===== src/rtl/rf_mem_arb_if.sv =====
// rtl/rf_mem_arb_if.sv - requester and data-memory signal bundle for rf_mem_arb
//
// Requester side:
//   fill_req[k], spill_req[k]   read / write-back request from register-file entry k
//   req_addr[k], spill_data[k]  entry k's address (tag) and write-back value
//   done[k], done_is_fill       one-cycle completion pulse and the kind of operation completed
//   rdata                       fill data, valid while done is high
// Memory side:
//   mem_req, mem_we             request (held until mem_ack) and write enable
//   mem_addr, mem_wdata         address and write data
//   mem_ack, mem_rdata          accept / read-data-valid strobe and read data
//
// The master modport is the arbiter; the slave modport is the requester plus memory environment.
interface rf_mem_arb_if #(
    parameter int NCORES = 4
);
    logic [NCORES-1:0]       fill_req;
    logic [NCORES-1:0]       spill_req;
    logic [NCORES-1:0][15:0] req_addr;
    logic [NCORES-1:0][15:0] spill_data;
    logic [NCORES-1:0]       done;
    logic                    done_is_fill;
    logic [15:0]             rdata;
    logic                    mem_req;
    logic                    mem_we;
    logic [15:0]             mem_addr;
    logic [15:0]             mem_wdata;
    logic                    mem_ack;
    logic [15:0]             mem_rdata;

    modport master (
        input  fill_req, spill_req, req_addr, spill_data, mem_ack, mem_rdata,
        output done, done_is_fill, rdata, mem_req, mem_we, mem_addr, mem_wdata
    );

    modport slave (
        output fill_req, spill_req, req_addr, spill_data, mem_ack, mem_rdata,
        input  done, done_is_fill, rdata, mem_req, mem_we, mem_addr, mem_wdata
    );
endinterface


===== src/rtl/rf_mem_arb.sv =====
// rtl/rf_mem_arb.sv - round-robin fill/spill arbiter sharing one 16-bit data-memory port
//
// Ports:
//   clk  rising-edge clock
//   rst  asynchronous active-high reset
//   bus  rf_mem_arb_if.master: per-entry fill/spill requests with address and data,
//        per-entry done pulses with fill data, and the single memory request/ack port.
//
// One operation is in flight at a time: IDLE picks a winner, BUSY holds the memory
// request until mem_ack, RESP pulses done for one cycle and advances the round-robin pointer.
module rf_mem_arb #(
    parameter int NCORES = 4
) (
    input  logic         clk,
    input  logic         rst,
    rf_mem_arb_if.master bus
);
    localparam int            PW   = $clog2(NCORES);
    localparam logic [PW-1:0] LAST = PW'(NCORES - 1);
    localparam logic [PW:0]   NC_W = (PW + 1)'(NCORES);

    typedef enum logic [1:0] {
        IDLE = 2'd0,
        BUSY = 2'd1,
        RESP = 2'd2
    } state_t;

    state_t        state_q, state_d;
    logic [PW-1:0] rr_ptr_q, rr_ptr_d;
    logic [PW-1:0] win_q, win_d;
    logic          we_q, we_d;
    logic [15:0]   addr_q, addr_d;
    logic [15:0]   wdata_q, wdata_d;
    logic [15:0]   rdata_q, rdata_d;

    logic [NCORES-1:0] cand;
    logic              found;
    logic [PW-1:0]     pick;
    logic [PW:0]       idx_ext;
    logic [PW-1:0]     idx;

    // First candidate at or above rr_ptr, wrapping explicitly so that
    // non-power-of-two entry counts never visit an out-of-range index.
    always_comb begin : arbitrate
        cand    = bus.fill_req | bus.spill_req;
        found   = 1'b0;
        pick    = rr_ptr_q;
        idx_ext = '0;
        idx     = '0;
        for (int i = 0; i < NCORES; i++) begin
            idx_ext = {1'b0, rr_ptr_q} + (PW + 1)'(i);
            if (idx_ext >= NC_W) begin
                idx_ext = idx_ext - NC_W;
            end
            idx = idx_ext[PW-1:0];
            if (!found && cand[idx]) begin
                found = 1'b1;
                pick  = idx;
            end
        end
    end

    always_comb begin : next_state
        state_d  = state_q;
        rr_ptr_d = rr_ptr_q;
        win_d    = win_q;
        we_d     = we_q;
        addr_d   = addr_q;
        wdata_d  = wdata_q;
        rdata_d  = rdata_q;
        case (state_q)
            IDLE: begin
                if (found) begin
                    win_d   = pick;
                    // A pending spill goes first so an evicted dirty value reaches
                    // memory before the same entry's refill reads it back.
                    we_d    = bus.spill_req[pick];
                    addr_d  = bus.req_addr[pick];
                    wdata_d = bus.spill_data[pick];
                    state_d = BUSY;
                end
            end
            BUSY: begin
                if (bus.mem_ack) begin
                    if (!we_q) begin
                        rdata_d = bus.mem_rdata;
                    end
                    state_d = RESP;
                end
            end
            RESP: begin
                rr_ptr_d = (win_q == LAST) ? '0 : win_q + PW'(1);
                state_d  = IDLE;
            end
            default: begin
                state_d = IDLE;
            end
        endcase
    end

    always_ff @(posedge clk or posedge rst) begin
        if (rst) begin
            state_q  <= IDLE;
            rr_ptr_q <= '0;
            win_q    <= '0;
            we_q     <= 1'b0;
            addr_q   <= '0;
            wdata_q  <= '0;
            rdata_q  <= '0;
        end else begin
            state_q  <= state_d;
            rr_ptr_q <= rr_ptr_d;
            win_q    <= win_d;
            we_q     <= we_d;
            addr_q   <= addr_d;
            wdata_q  <= wdata_d;
            rdata_q  <= rdata_d;
        end
    end

    // Every output comes from registers; mem_req is a state decode, so the
    // asynchronous reset of state_q drops it without waiting for a clock.
    always_comb begin : done_decode
        bus.done = '0;
        if (state_q == RESP) begin
            bus.done[win_q] = 1'b1;
        end
    end

    assign bus.done_is_fill = (state_q == RESP) && !we_q;
    assign bus.rdata        = rdata_q;
    assign bus.mem_req      = (state_q == BUSY);
    assign bus.mem_we       = we_q;
    assign bus.mem_addr     = addr_q;
    assign bus.mem_wdata    = wdata_q;
endmodule


===== src/flat_wrapper.sv =====
// flat-port wrapper written by rule: the top's interface ports become plain ports
module rf_mem_arb_flat 
#(
    parameter int NCORES = 4
)
  (clk, rst, bus_fill_req, bus_spill_req, bus_req_addr, bus_spill_data, bus_mem_ack, bus_mem_rdata, bus_done, bus_done_is_fill, bus_rdata, bus_mem_req, bus_mem_we, bus_mem_addr, bus_mem_wdata);
  rf_mem_arb_if #(.NCORES(NCORES)) bus_i ();
  input  logic clk;
  input  logic rst;
  input wire logic [$bits(bus_i.fill_req)-1:0] bus_fill_req;
  input wire logic [$bits(bus_i.spill_req)-1:0] bus_spill_req;
  input wire logic [$bits(bus_i.req_addr)-1:0] bus_req_addr;
  input wire logic [$bits(bus_i.spill_data)-1:0] bus_spill_data;
  input wire logic [$bits(bus_i.mem_ack)-1:0] bus_mem_ack;
  input wire logic [$bits(bus_i.mem_rdata)-1:0] bus_mem_rdata;
  output wire logic [$bits(bus_i.done)-1:0] bus_done;
  output wire logic [$bits(bus_i.done_is_fill)-1:0] bus_done_is_fill;
  output wire logic [$bits(bus_i.rdata)-1:0] bus_rdata;
  output wire logic [$bits(bus_i.mem_req)-1:0] bus_mem_req;
  output wire logic [$bits(bus_i.mem_we)-1:0] bus_mem_we;
  output wire logic [$bits(bus_i.mem_addr)-1:0] bus_mem_addr;
  output wire logic [$bits(bus_i.mem_wdata)-1:0] bus_mem_wdata;
  assign bus_i.fill_req = bus_fill_req;
  assign bus_i.spill_req = bus_spill_req;
  assign bus_i.req_addr = bus_req_addr;
  assign bus_i.spill_data = bus_spill_data;
  assign bus_i.mem_ack = bus_mem_ack;
  assign bus_i.mem_rdata = bus_mem_rdata;
  assign bus_done = bus_i.done;
  assign bus_done_is_fill = bus_i.done_is_fill;
  assign bus_rdata = bus_i.rdata;
  assign bus_mem_req = bus_i.mem_req;
  assign bus_mem_we = bus_i.mem_we;
  assign bus_mem_addr = bus_i.mem_addr;
  assign bus_mem_wdata = bus_i.mem_wdata;
  rf_mem_arb #(.NCORES(NCORES)) u_core (.clk(clk), .rst(rst), .bus(bus_i));
endmodule

===== config.mk =====
export PLATFORM = sky130hd
export DESIGN_NAME = rf_mem_arb_flat
export DESIGN_NICKNAME = d
export VERILOG_FILES = /design/src/rtl/rf_mem_arb_if.sv /design/src/rtl/rf_mem_arb.sv /design/src/flat_wrapper.sv
export SDC_FILE = /design/constraint.sdc
export NUM_CORES = 1
export LEC_CHECK = 0
export CAP_MARGIN = 20
export CORE_MARGIN = 2
export CORE_UTILIZATION = 38
export DETAILED_ROUTE_END_ITERATION = 10
export MAX_ROUTING_LAYER = met4
export PLACE_DENSITY = 0.93
export SLEW_MARGIN = 20
export SYNTH_ARGS = -nofsm -noshare
export SYNTH_HDL_FRONTEND = slang
export SYNTH_SLANG_ARGS = --single-unit

===== constraint.sdc =====
create_clock -name clk -period 2.3 [get_ports clk]
set_clock_uncertainty 0.15 [all_clocks]
set_input_delay 0.345 -clock clk [delete_from_list [all_inputs] [get_ports clk]]
set_output_delay 0.345 -clock clk [all_outputs]
set_load 0.005 [all_outputs]

# After elaboration in Yosys (flattened, before gate mapping)
# Index checks and enable logic that the tools add are counted.
# word_totals
register_bits,55
latch_bits,0
ram_bits,0
rom_bits,0
inputBits,155
output_inout_bits,55
elab_cells,79
n_memories,0
# classes
addsub,8
mul,0
n_div,0
magnitude_cmp,11
n_eq_ne,5
shift,0
n_mux,33
n_bitwise,2
reduce_logical,13
# ops
op,count
16-bit binary-select mux with 2-bit select,2
16-bit 2-to-1 mux,2
2-bit 2-to-1 mux,11
2-bit by 3-bit less-than comparator with 1-bit output (second input constant),6
1-bit binary-select mux with 2-bit select,5
1-bit 2-to-1 mux,10
3-bit >= comparator (second input constant),3
2-bit by 1-bit subtractor with 2-bit output (second input constant),4
2-bit by 2-bit adder with 3-bit output (second input constant),2
1-bit logical AND,5
2-bit == test (second input constant),2
1-bit logical NOT,4
4-bit 2-to-1 mux,1
4-bit OR,1
2-bit case mux with 2 select lines,1
2-bit AND reduction,2
2-bit by 1-bit adder with 3-bit output (second input constant),1
2-bit by 3-bit >= comparator with 1-bit output (second input constant),1
3-bit AND reduction,1
2-bit by 1-bit adder with 2-bit output (second input constant),1
1-bit demux with 2-bit select,1
2-bit by 1-bit == test with 1-bit output (second input constant),1
2-bit by 1-bit >= comparator with 1-bit output (second input constant),1
2-bit logical NOT,1
other kinds (3),3

# Longest topological paths before layout
# depth
word_depth,16
depth_mapped,8

# Worst setup path after synthesis
# No wires, ideal clock.
# synth_timing
path_type,input to register
startpoint,in bus_spill_req[0]
endpoint,reg u_core.addr_q[10] (netlist: u_core.bus.mem_addr[10])
setup_ns,0.132
t_arrival_ns,1.610
required_ns,2.018
slack_ns,0.408
cell_stages,7
n_path_buf,2
cell_sequence,nor4_1 a21boi_1 a21oi_2 buf_6 buf_8 mux2i_1 o221ai_2
# synth_between
elab_chain_len,15
word_cells_on_any_way,26
# synth_rtl
element,line_no,source
"start, declared",flat_wrapper.sv:11,input wire logic [$bits(bus_i.spill_req)-1:0] bus_spill_req;
4-bit OR (*),rf_mem_arb.sv:45,cand = bus.fill_req | bus.spill_req;
1-bit binary-select mux with 2-bit select,rf_mem_arb.sv:56,if (!found && cand[idx]) begin
1-bit 2-to-1 mux (implied by the code),rf_mem_arb.sv:56,
1-bit 2-to-1 mux,rf_mem_arb.sv:56,
1-bit logical NOT,rf_mem_arb.sv:56,
1-bit logical AND,rf_mem_arb.sv:56,
1-bit 2-to-1 mux,rf_mem_arb.sv:56,
1-bit logical NOT,rf_mem_arb.sv:56,
1-bit logical AND,rf_mem_arb.sv:56,
1-bit 2-to-1 mux,rf_mem_arb.sv:56,
1-bit logical NOT,rf_mem_arb.sv:56,
1-bit logical AND,rf_mem_arb.sv:56,
2-bit 2-to-1 mux,rf_mem_arb.sv:56,
16-bit binary-select mux with 2-bit select,rf_mem_arb.sv:78,addr_d = bus.req_addr[pick];
16-bit 2-to-1 mux (implied by the code),rf_mem_arb.sv:78,
"end signal, assigned",rf_mem_arb.sv:115,addr_q <= addr_d;
"end, declared",rf_mem_arb.sv:32,"logic [15:0] addr_q, addr_d;"
# Every way passes the cells marked *; elsewhere a longest branch is shown, timed or not. The select of a mux whose other input is x is not followed.
# A chain may end at the register's enable or synchronous reset.

# Worst setup path after layout
# layout_timing
startpoint,in bus_spill_req[3]
endpoint,reg u_core.addr_q[14] (netlist: u_core.bus.mem_addr[14])
# The elaborated chain is that of the path after synthesis.

==> results_dict.tcl <==
set metrics [dict create \
    status "complete, no violations" \
    grt_pass1_wl_mm 16.9 \
    comb_power_share 0.624 \
    path_delay_family "buffers and inverters" \
    dp_hpwl_mm 8.48 \
    synth_compound_area_frac 0.185 \
    antenna_found_initial 0 \
    wl_per_cell_um 18.2 \
    yosys.area_share.simple 0.0785 \
    drc 0 \
    leakagePower_nw 2.34 \
    p_sw_mw 2.24 \
    vias 3154 \
    layout_setup_ws_ns 0.00514 \
    postSynthCellCount 279 \
    wl_mm 10.9 \
    rsz0062_at_grt "true" \
    area_growth_pct 70.3 \
    p_int_mw 3.94 \
    final_layout_size_suffix_gt1_frac 0.177 \
    syn_area_um2 3400 \
    io_pins 210 \
    power_density_nw_per_um2 1070 \
    clock-root-buffer "clkbuf_8" \
    worst_pin_slew_ns 0.618 \
    path_max_fanout 12 \
    hold_path.class "in -> async" \
    pre_cts_ws_ns -0.382 \
    timing.fmax_mhz 436 \
    gp_congestion 0.814 \
    p_clk_frac 0.090 \
    cp_slowest_cell "clkdlybuf4s50_1" \
    end_kind "register" \
    dieArea_um2 9710 \
    crit_chain "clkdlybuf4s50_1 -> or2_1 -> o21ai_1 -> a21oi_4 -> buf_4 -> clkbuf_16 -> mux2i_1 -> o221ai_2" \
    synth-main-ff-cell "dfrtp_1" \
    synth-xor-area-share 0 \
    yosysWarningCount 0 \
    required_ns 2.34 \
    nFillCells 645 \
    period_needed_ns 2.29 \
    clock-sinks 55 \
    grt_start_max_net_pins 31 \
    cp.arrival_ns 2.34 \
    drt-initial-drc-count 51 \
    worstSkewPairLatency_ns 0.30 \
    seqPwrFrac 0.286 \
    die_h_um 98.6 \
    path_clk_slew_ns 0.10 \
    place.port_buffers 209 \
    slowest_delay_ns 0.47 \
    dr.pass1.iters 6 \
    swShare 0.363 \
    cts_buffer_depth 2 \
    avgSynthCellArea_um2 12.2 \
    cap_violations 0 \
    synthDistinctLibCells 37 \
    numCtsBuffers 5 \
    period_share 0.998 \
    ys_ff_latch 55 \
    synthAdderAreaFrac 0.0147 \
    maxSlewHeadroom 0.587 \
    tns_ns 0 \
    start_kind "input pin" \
    grt_pass1_vias 3499 \
    die_x_um 98.6 \
    start_util 0.391 \
    grtUsageTotal 0.223 \
    diodes 0 \
    final_max_slew_viol_count 0 \
    ys_seq_area_frac 0.405 \
    setup_viol 0 \
    hold_violations 0 \
    cp_num_buf_inv 3 \
    overflow 0 \
    synth_mux_area_frac 0.242 \
    hold-worst-slack_ns 0.270 \
    cts_tree "yes" \
    rows 34 \
    worst-setup-path-type "in -> reg" \
    detail-route-antenna-nets 0 \
    synth-async-reset-ratio 1.00 \
    vdd_drop_max_mv 0.678 \
    synth_top_family_by_area "multiplexers" \
    cts_hold_buffers 0 \
    nNetsFinal 651 \
    htreeDepth 2 \
    synthesis.nets 438 \
    viasPerCell 5.26 \
    synth_edf_count 0 \
    core_um2 8680 \
]
-- power by group through the flow --
stage	logic, mW	registers [mW]	clock network, mW
after floorplan	2.24	1.75	0
after global placement	3.73	1.74	0
after detailed placement	3.83	1.78	0
after CTS	3.86	1.76	0.578
after global routing	4.15	1.83	0.602
final	3.86	1.77	0.555
-- per-layer routing --
layer,vias up,global-route usage,routed length (um)
li1,1464,-,-
met1,1512,0.244,4270
met2,162,0.410,5640
met3,16,0.0532,867
met4,0,0.0527,167
met5,-,-,0
-- cells by family after synthesis --
family / Yosys count
flops: 55
buf+inv: 28
simple gates: 59
compound gates: 53
mux: 80
fa+ha+maj: 4
-- final timing paths --
path | slack (ns) | depth (start not counted) | from | end
worst max-delay path | 0.005 | 8 | bus_spill_req[3] | u_core.bus.mem_addr[14]
worst min-delay path | 0.27 | 2 | rst | u_core.bus.mem_wdata[8]
worst max register to register | 0.25 | 6 | u_core.rr_ptr_q[1] | u_core.bus.mem_addr[14]
worst min register to register | 0.35 | 2 | u_core.bus.mem_addr[15] | u_core.bus.mem_addr[15]
max in group asynchronous | 1.12 | 3 | rst | u_core.bus.mem_addr[15]
min in group clk | 0.35 | 2 | u_core.bus.mem_addr[15] | u_core.bus.mem_addr[15]
-- layout make-up --
| cell class | instances | area (um^2) | share of cell area |
|---|---|---|---|
| clock buffer | 6 | 82.6 | 0.0143 |
| multi-input combinational | 196 | 1820 | 0.314 |
| inverter | 6 | 22.5 | 0.00389 |
| clock inverter | 1 | 5.00 | 0.000865 |
| timing repair buffer | 228 | 2340 | 0.405 |
| sequential | 55 | 1380 | 0.238 |
| tap | 108 | 135 | 0.0234 |
-- what timing repair did --
action / in CTS / in global routing
endpoints found under the setup margin: 2 / 37
pin swaps: 0 / 2
setup buffers: 0 / 1
cloned: 0 / 1
gates resized for setup: 2 / 11
-- metrics by stage --
stage | power, mW | instance area [um^2] | utilization | cells
floorplan | 4.00 | 3400 | - | 279
global placement | 5.47 | 5620 | 0.647 | 591
detailed placement | 5.61 | 5620 | 0.647 | 591
CTS | 6.20 | 5710 | 0.658 | 598
global route | 6.59 | 5780 | 0.667 | 600
finish | 6.18 | 5780 | 0.667 | 600
-- sequential cells by signal, indices dropped and copies added, names as in the netlist --
name and count:
u_core.bus.mem_addr 16, u_core.state_q 2, u_core.bus.mem_wdata 16, u_core.bus.rdata 16
u_core.rr_ptr_q 2, u_core.win_q 2, u_core.bus.mem_we 1
-- Yosys cell counts, types with 2 or more instances --
cell | number | area [um^2]
a211o_1 | 2 | 17.5
and2_1 | 5 | 31.3
buf_2 | 4 | 20.0
buf_6 | 5 | 56.3
buf_8 | 8 | 120
clkbuf_1 | 2 | 7.51
dfrtp_1 | 55 | 1380
ha_1 | 4 | 50.1
inv_1 | 6 | 22.5
mux2_2 | 16 | 180
mux2i_1 | 64 | 641
nand2_1 | 38 | 143
nand2b_1 | 2 | 12.5
nor2_1 | 3 | 11.3
nor2b_1 | 4 | 25.0
nor4_1 | 3 | 18.8
o21ai_0 | 6 | 30.0
o221ai_1 | 2 | 17.5
o221ai_2 | 30 | 450
o22ai_1 | 2 | 12.5
or2_1 | 2 | 12.5
-- placed cells by master, fill, tap and decap left out, types with 2 or more instances in the layout --
cell type / instances
a211o_1: 2
and2_1: 5
buf_12: 7
buf_4: 11
clkbuf_8: 6
clkdlybuf4s50_1: 207
dfrtp_1: 55
dlymetal6s2s_1: 2
ha_1: 4
inv_1: 5
mux2_2: 16
mux2i_1: 63
nand2_1: 38
nor2_1: 2
nor2b_1: 3
o21ai_0: 4
o221ai_1: 2
o221ai_2: 30
o22ai_1: 2
(Power assumes the default switching activity.)
